<file path="src/rtl/reaction_pkg.sv">
// Shared types and constants for the reaction-time tester.
package reaction_pkg;

  localparam int unsigned LFSR_W  = 16;
  localparam int unsigned BCD_W   = 16;
  localparam int unsigned DELAY_W = 17;

  // Fibonacci taps 16,14,13,11 expressed as bit indices
  localparam int unsigned TAP_16 = 15;
  localparam int unsigned TAP_14 = 13;
  localparam int unsigned TAP_13 = 12;
  localparam int unsigned TAP_11 = 10;

  localparam logic [LFSR_W-1:0] LFSR_SEED = 16'hACE1;
  localparam logic [BCD_W-1:0]  BCD_MAX   = 16'h9999;

  typedef enum logic [2:0] {
    ST_IDLE  = 3'd0,
    ST_WAIT  = 3'd1,
    ST_ARMED = 3'd2,
    ST_DONE  = 3'd3,
    ST_FAULT = 3'd4
  } state_e;

  // One shift of the Fibonacci LFSR; a non-zero seed never reaches zero
  function automatic logic [LFSR_W-1:0] lfsr_next(input logic [LFSR_W-1:0] cur);
    logic fb;
    fb = cur[TAP_16] ^ cur[TAP_14] ^ cur[TAP_13] ^ cur[TAP_11];
    return {cur[LFSR_W-2:0], fb};
  endfunction

endpackage

</file>
<file path="src/rtl/bcd_counter4.sv">
// Four-digit BCD up-counter that holds at 9999 and flags saturation.
module bcd_counter4
  import reaction_pkg::*;
(
  input  logic             clk,
  input  logic             rst_n,
  input  logic             clear,
  input  logic             enable,
  output logic [BCD_W-1:0] count,
  output logic             saturated
);

  logic [BCD_W-1:0] count_q, count_d;
  logic             sat_q;

  // Ripple the decimal carry from the least significant digit upwards
  always_comb begin
    logic       carry;
    logic [3:0] digit;
    count_d = count_q;
    carry   = enable && (count_q != BCD_MAX);
    for (int i = 0; i < 4; i++) begin
      digit = count_q[4*i +: 4];
      if (carry) begin
        if (digit == 4'd9) begin
          count_d[4*i +: 4] = 4'd0;
        end else begin
          count_d[4*i +: 4] = digit + 4'd1;
          carry             = 1'b0;
        end
      end
    end
    if (clear) count_d = '0;
  end

  // Count and saturation flag registers
  always_ff @(posedge clk or negedge rst_n) begin
    if (!rst_n) begin
      count_q <= '0;
      sat_q   <= 1'b0;
    end else begin
      count_q <= count_d;
      sat_q   <= (count_d == BCD_MAX);
    end
  end

  assign count     = count_q;
  assign saturated = sat_q;

endmodule

</file>
<file path="src/rtl/reaction_core.sv">
// Reaction-time tester: random wait, LED stimulus, BCD timing of the response.
// Optional false-start detection is enabled by defining FALSE_START_DETECT_EN.
module reaction_core
  import reaction_pkg::*;
#(
  parameter int unsigned MIN_DELAY_MS = 1000,
  parameter int unsigned RAND_MASK    = 2047
) (
  input  logic        board_clk,
  input  logic        rst_n,
  input  logic        ms_tick,
  input  logic        start,
  input  logic        stop,
  output logic        led,
  output logic        busy,
  output logic [15:0] result_bcd,
  output logic        result_valid,
  output logic        early,
  output logic        timeout
);

  state_e              state_q, state_d;
  logic [LFSR_W-1:0]   lfsr_q;
  logic [DELAY_W-1:0]  delay_q, delay_d;
  logic                cnt_clear, cnt_en, cnt_sat;
  logic                led_q, busy_q, valid_q, timeout_q;
  logic                timeout_d;

  // Free-running stimulus randomiser
  always_ff @(posedge board_clk or negedge rst_n) begin
    if (!rst_n) lfsr_q <= LFSR_SEED;
    else        lfsr_q <= lfsr_next(lfsr_q);
  end

  // Next-state, delay and counter control
  always_comb begin
    state_d   = state_q;
    delay_d   = delay_q;
    cnt_clear = 1'b0;
    cnt_en    = 1'b0;
    case (state_q)
      ST_IDLE, ST_DONE, ST_FAULT: begin
        if (start) begin
          delay_d   = DELAY_W'(MIN_DELAY_MS) + DELAY_W'(lfsr_q & LFSR_W'(RAND_MASK));
          cnt_clear = 1'b1;
          state_d   = ST_WAIT;
        end
      end
      ST_WAIT: begin
`ifdef FALSE_START_DETECT_EN
        if (stop) begin
          cnt_clear = 1'b1;
          state_d   = ST_FAULT;
        end else
`endif
        if (ms_tick) begin
          delay_d = (delay_q == '0) ? '0 : delay_q - DELAY_W'(1);
          if (delay_q <= DELAY_W'(1)) state_d = ST_ARMED;
        end
      end
      ST_ARMED: begin
        if (stop || cnt_sat) state_d = ST_DONE;
        else if (ms_tick)    cnt_en  = 1'b1;
      end
      default: state_d = ST_IDLE;
    endcase
    timeout_d = (state_d == ST_DONE) &&
                (timeout_q || ((state_q == ST_ARMED) && cnt_sat));
  end

  // State, delay and registered status outputs
  always_ff @(posedge board_clk or negedge rst_n) begin
    if (!rst_n) begin
      state_q   <= ST_IDLE;
      delay_q   <= '0;
      led_q     <= 1'b0;
      busy_q    <= 1'b0;
      valid_q   <= 1'b0;
      timeout_q <= 1'b0;
    end else begin
      state_q   <= state_d;
      delay_q   <= delay_d;
      led_q     <= (state_d == ST_ARMED);
      busy_q    <= (state_d == ST_WAIT) || (state_d == ST_ARMED);
      valid_q   <= (state_d == ST_DONE);
      timeout_q <= timeout_d;
    end
  end

`ifdef FALSE_START_DETECT_EN
  logic early_q;

  // False-start flag follows the FAULT state
  always_ff @(posedge board_clk or negedge rst_n) begin
    if (!rst_n) early_q <= 1'b0;
    else        early_q <= (state_d == ST_FAULT);
  end

  assign early = early_q;
`else
  assign early = 1'b0;
`endif

  bcd_counter4 u_bcd_counter4 (
    .clk       (board_clk),
    .rst_n     (rst_n),
    .clear     (cnt_clear),
    .enable    (cnt_en),
    .count     (result_bcd),
    .saturated (cnt_sat)
  );

  assign led          = led_q;
  assign busy         = busy_q;
  assign result_valid = valid_q;
  assign timeout      = timeout_q;

endmodule
</file>
<file path="config.mk">
export PLATFORM = sky130hd
export DESIGN_NAME = reaction_core
export DESIGN_NICKNAME = d
export VERILOG_FILES = /design/src/rtl/reaction_pkg.sv /design/src/rtl/bcd_counter4.sv /design/src/rtl/reaction_core.sv
export SDC_FILE = /design/constraint.sdc
export NUM_CORES = 1
export LEC_CHECK = 0
export ABC_AREA = 1
export BUFFER_PORTS_ARGS = -buffer_cell sky130_fd_sc_hd__clkbuf_2
export CAP_MARGIN = 40
export CORE_ASPECT_RATIO = 0.75
export CORE_UTILIZATION = 27
export CTS_BUF_LIST = sky130_fd_sc_hd__clkbuf_8 sky130_fd_sc_hd__clkbuf_16
export CTS_CLUSTER_SIZE = 8
export DETAILED_ROUTE_END_ITERATION = 16
export GPL_TIMING_DRIVEN = 0
export SYNTH_ARGS = -nofsm -noshare
export SYNTH_HDL_FRONTEND = slang
export SYNTH_HIERARCHICAL = 1
export SYNTH_SLANG_ARGS = --single-unit
export TNS_END_PERCENT = 50
</file>
<file path="constraint.sdc">
create_clock -name board_clk -period 1.85 [get_ports board_clk]
set_clock_uncertainty 0.15 [all_clocks]
set_input_delay 0.2775 -clock board_clk [delete_from_list [all_inputs] [get_ports board_clk]]
set_output_delay 0.2775 -clock board_clk [all_outputs]
set_load 0.02 [all_outputs]
</file>
==> impl_metrics.sql <==
INSERT INTO impl_metrics (metric_group, metric, value, unit) VALUES
('logic_synthesis', 'average_size_of_a_mapped_cell', '7.62', 'um^2'),
('grt', 'grt_first_pass_wirelength', '12800', 'um'),
('power', 'power_density_normalized_to_cell_area', '803', 'nW/um^2'),
('worst_setup_path', 'cp_cell_sequence', 'buf_4 > buf_6 > buf_6 > nor3_4 > inv_2 > o21ai_4 > buf_6 > nand3_4 > xor2_1 > nor2_1', ''),
('worst_setup_path', 'regToRegSetupSlack', '-0.21', 'ns'),
('cts', 'numCtsBuffers', '9', ''),
('layout', 'finalNetCount', '511', ''),
('timing', 'relative_max_transition_margin', '47.1', '%'),
('worst_setup_path', 'rr_startpoint', 'state_q[2]$_DFF_PN0_', ''),
('die', 'fp.coreArea', '11800', 'um^2'),
('grt', 'grt_max_degree', '58', ''),
('logic_synthesis', 'synth_top_area_share', '36.8', '%'),
('routing', 'postRouteAntennaNets', '0', ''),
('logic_synthesis', 'synth_top_cell_by_area', 'dfrtp_1', ''),
('routing', 'drt-total-wl', '7790', 'um'),
('worst_hold_path', 'hold_path_end', 'state_q[2]$_DFF_PN0_', ''),
('die', 'die_x', '130', 'um'),
('worst_setup_path', 'critical_path.most_common_cell', 'buf_6', ''),
('place', 'numPortBuffers', '24', ''),
('worst_hold_path', 'worstHoldStart', 'start', ''),
('routing', 'dr.pass1.iters', '5', ''),
('cts', 'cts_root_buffer_type', 'clkbuf_16', ''),
('power', 'power_leakage', '2.20', 'nW'),
('worst_setup_path', 'path_buf_inv', '5', ''),
('grt', 'grt_pass1_vias', '2798', ''),
('timing', 'rsz_0062_raised_after_global_routing', 'yes', ''),
('place', 'dpl_worst_slack', '-0.367', 'ns'),
('logic_synthesis', 'synth_edf_count', '0', ''),
('timing', 'setup_total_negative_slack', '-2.38', 'ns'),
('die', 'floorplan.io_pins', '26', ''),
('timing', 'finalSetupViolations', '18', ''),
('routing', 'avgViaCountPerCell', '4.44', ''),
('power', 'share_clk_of_total_power', '44.8', '%'),
('logic_synthesis', 'seq_area_frac_synth', '43.1', '%'),
('outcome', 'violations', 'setup timing', ''),
('timing', 'finalWorstSetupSlack', '-0.212', 'ns'),
('logic_synthesis', 'largest_family_of_logic_cells_by_synthesized_area', 'simple AND/OR/NAND/NOR gates', ''),
('logic_synthesis', 'syn-cell-area', '3330', 'um^2'),
('worst_setup_path', 'worstRegToRegCells', '10', ''),
('power', 'switching_power', '934', 'uW'),
('layout', 'post-route-util', '36.8', '%'),
('timing', 'max_slew.worst_pin.slew', '0.793', 'ns'),
('timing', 'slew_viol_final', '0', ''),
('flow_run', 'max-cap-violations', '0', ''),
('die', 'die_height', '98.2', 'um'),
('place', 'finalWeightedCongestion', '0.868', ''),
('cts', 'clock_tree.htree_level_count', '3', ''),
('worst_setup_path', 'slowest_stage', 'dfrtp_2', ''),
('grt', 'globalRouteTotalUtil', '12.9', '%'),
('worst_setup_path', 'worstSetupEndpointType', 'flop', ''),
('power', 'cellInternalPower', '2.56', 'mW'),
('worst_setup_path', 'arrival', '2.16', 'ns'),
('logic_synthesis', 'yosys_most_used_dff', 'dfrtp_1', ''),
('layout', 'drive_above_1_share', '30.5', '%'),
('routing', 'drc', '0', ''),
('cts', 'cts.clk_slew.worst_paths', '0.05', 'ns'),
('logic_synthesis', 'yosys-mux-area-fraction', '0', '%'),
('worst_setup_path', 'timing.setup.critical_path_class', 'reg -> reg', ''),
('cts', 'clock_insertion_delay_worst_skew', '0.33', 'ns'),
('outcome', 'outcome', 'finished, violations left', ''),
('logic_synthesis', 'synthDistinctLibCells', '35', ''),
('power', 'max-vdd-ir-drop', '0.485', 'mV'),
('logic_synthesis', 'synth.ff_latch_count', '57', ''),
('worst_setup_path', 'r2r-end', 'delay_q[13]$_DFFE_PN0P_', ''),
('timing', 'max_freq', '0.485', 'GHz'),
('routing', 'route.vias.total', '2964', ''),
('worst_setup_path', 'timing.critical_path.from_type', 'flop', ''),
('die', 'rows', '34', ''),
('worst_hold_path', 'worstHoldPathType', 'in -> reg', ''),
('place', 'dp_hpwl', '5050', 'um'),
('power', 'power.share.sequential', '41.0', '%');
## synth_stat cells, types with 3 or more instances
cell type and instances:
nand2_1 107, nor2_1 65, inv_1 57, dfrtp_1 49
nand3_1 27, a21oi_1 18, o21ai_0 12, nand4_1 11
nor2_2 9, xor2_1 9, dfstp_2 8, inv_2 7
xnor2_1 7, ha_1 6, or2_2 5, a31oi_1 4
o21ai_1 4, buf_4 3, buf_6 3, nand2_4 3
nor2_4 3
## power groups by stage
stage,clock network (mW),registers (mW),logic [mW]
2_1_floorplan,0,1.43,0.329
3_3_place_gp,0,1.44,0.435
3_5_place_dp,0,1.44,0.442
4_1_cts,1.63,1.43,0.455
5_1_grt,1.68,1.44,0.570
6_report,1.57,1.43,0.497
## registers in the layout, indices dropped and copies added, names as in the netlist
register                  flops
delay_q                      17
lfsr_q                       16
u_bcd_counter4/count         16
state_q                       3
busy                          1
led                           1
result_valid                  1
timeout                       1
u_bcd_counter4/saturated      1
## worst min-delay path: cells and delay by family
family / cells / cell delay, ns
buffers and inverters: 2 / 0.16
and+or+nand+nor: 2 / 0.11
## metrics by stage
step,cells,power [mW],cell area (um^2),hold WS (ns)
6_report,667,3.50,4360,0.104
5_1_grt,667,3.70,4360,0.112
4_1_cts,652,3.51,4090,0.0562
3_5_place_dp,623,1.89,3660,0.199
3_3_place_gp,623,1.88,3660,0.184
2_1_floorplan,437,1.76,3340,-0.168
## repair_timing
action / 4_1_cts / 5_1_grt
setup endpoints to repair: 9 / 24
cloned: 2 / 2
resized for setup: 11 / 54
pin swaps: 12 / 18
setup buffers: 10 / 16
hold endpoints to repair: 49 / 0
hold buffers: 1 / 0
## how the worst max path moves through the flow
| stage | slack (ns) | startpoint | endpoint | depth (start not counted) |
|---|---|---|---|---|
| final | -0.21 | state_q[2]$_DFF_PN0_ | delay_q[13]$_DFFE_PN0P_ | 10 |
| after global routing | -0.31 | state_q[2]$_DFF_PN0_ | delay_q[12]$_DFFE_PN0P_ | 10 |
| after CTS | -0.18 | state_q[1]$_DFF_PN0_ | u_bcd_counter4/saturated$_DFF_PN0_ | 11 |
| after detailed placement | -0.37 | state_q[1]$_DFF_PN0_ | u_bcd_counter4/saturated$_DFF_PN0_ | 13 |
| after global placement | -0.28 | state_q[1]$_DFF_PN0_ | u_bcd_counter4/saturated$_DFF_PN0_ | 13 |
| after floorplan | 0.03 | u_bcd_counter4/count[1]$_DFF_PN0_ | u_bcd_counter4/saturated$_DFF_PN0_ | 13 |
## placed cells by master, fill, tap and decap left out, types with 10 or more instances in the layout
cell,count
nand4_1,11
nor2_2,17
buf_4,22
o21ai_0,11
nor2_1,54
a21oi_1,15
dfrtp_1,46
nand3_1,24
clkbuf_2,23
inv_2,10
inv_1,52
buf_6,10
nand2_1,100
## cell type report
cell class              instances  area (um^2)
fillers                      1254         7470
flip-flops and latches         57         1440
clock inverters                 3         13.8
inverters                      64          253
repair buffers                 52          359
clock buffers                  13          280
multi-input cells             310         1750
plain buffers                   6         56.3
well taps                     162          203
## cell families (layout without fill, tap and decap cells)
family,after synthesis,count (layout)
buf+inv,71,138
fa+ha+maj,6,6
simple gates,241,242
xor+xnor,16,16
compound gates,45,45
flops,57,57
other cells,1,1
## layer usage
metal | routed length [um] | global-route usage, %
met1 | 3840 | 17.0
met3 | 409 | 4.55
met2 | 3430 | 19.1
met4 | 107 | 4.83
met5 | 0 | 0
Note: power is estimated with default switching activity, not from simulation.
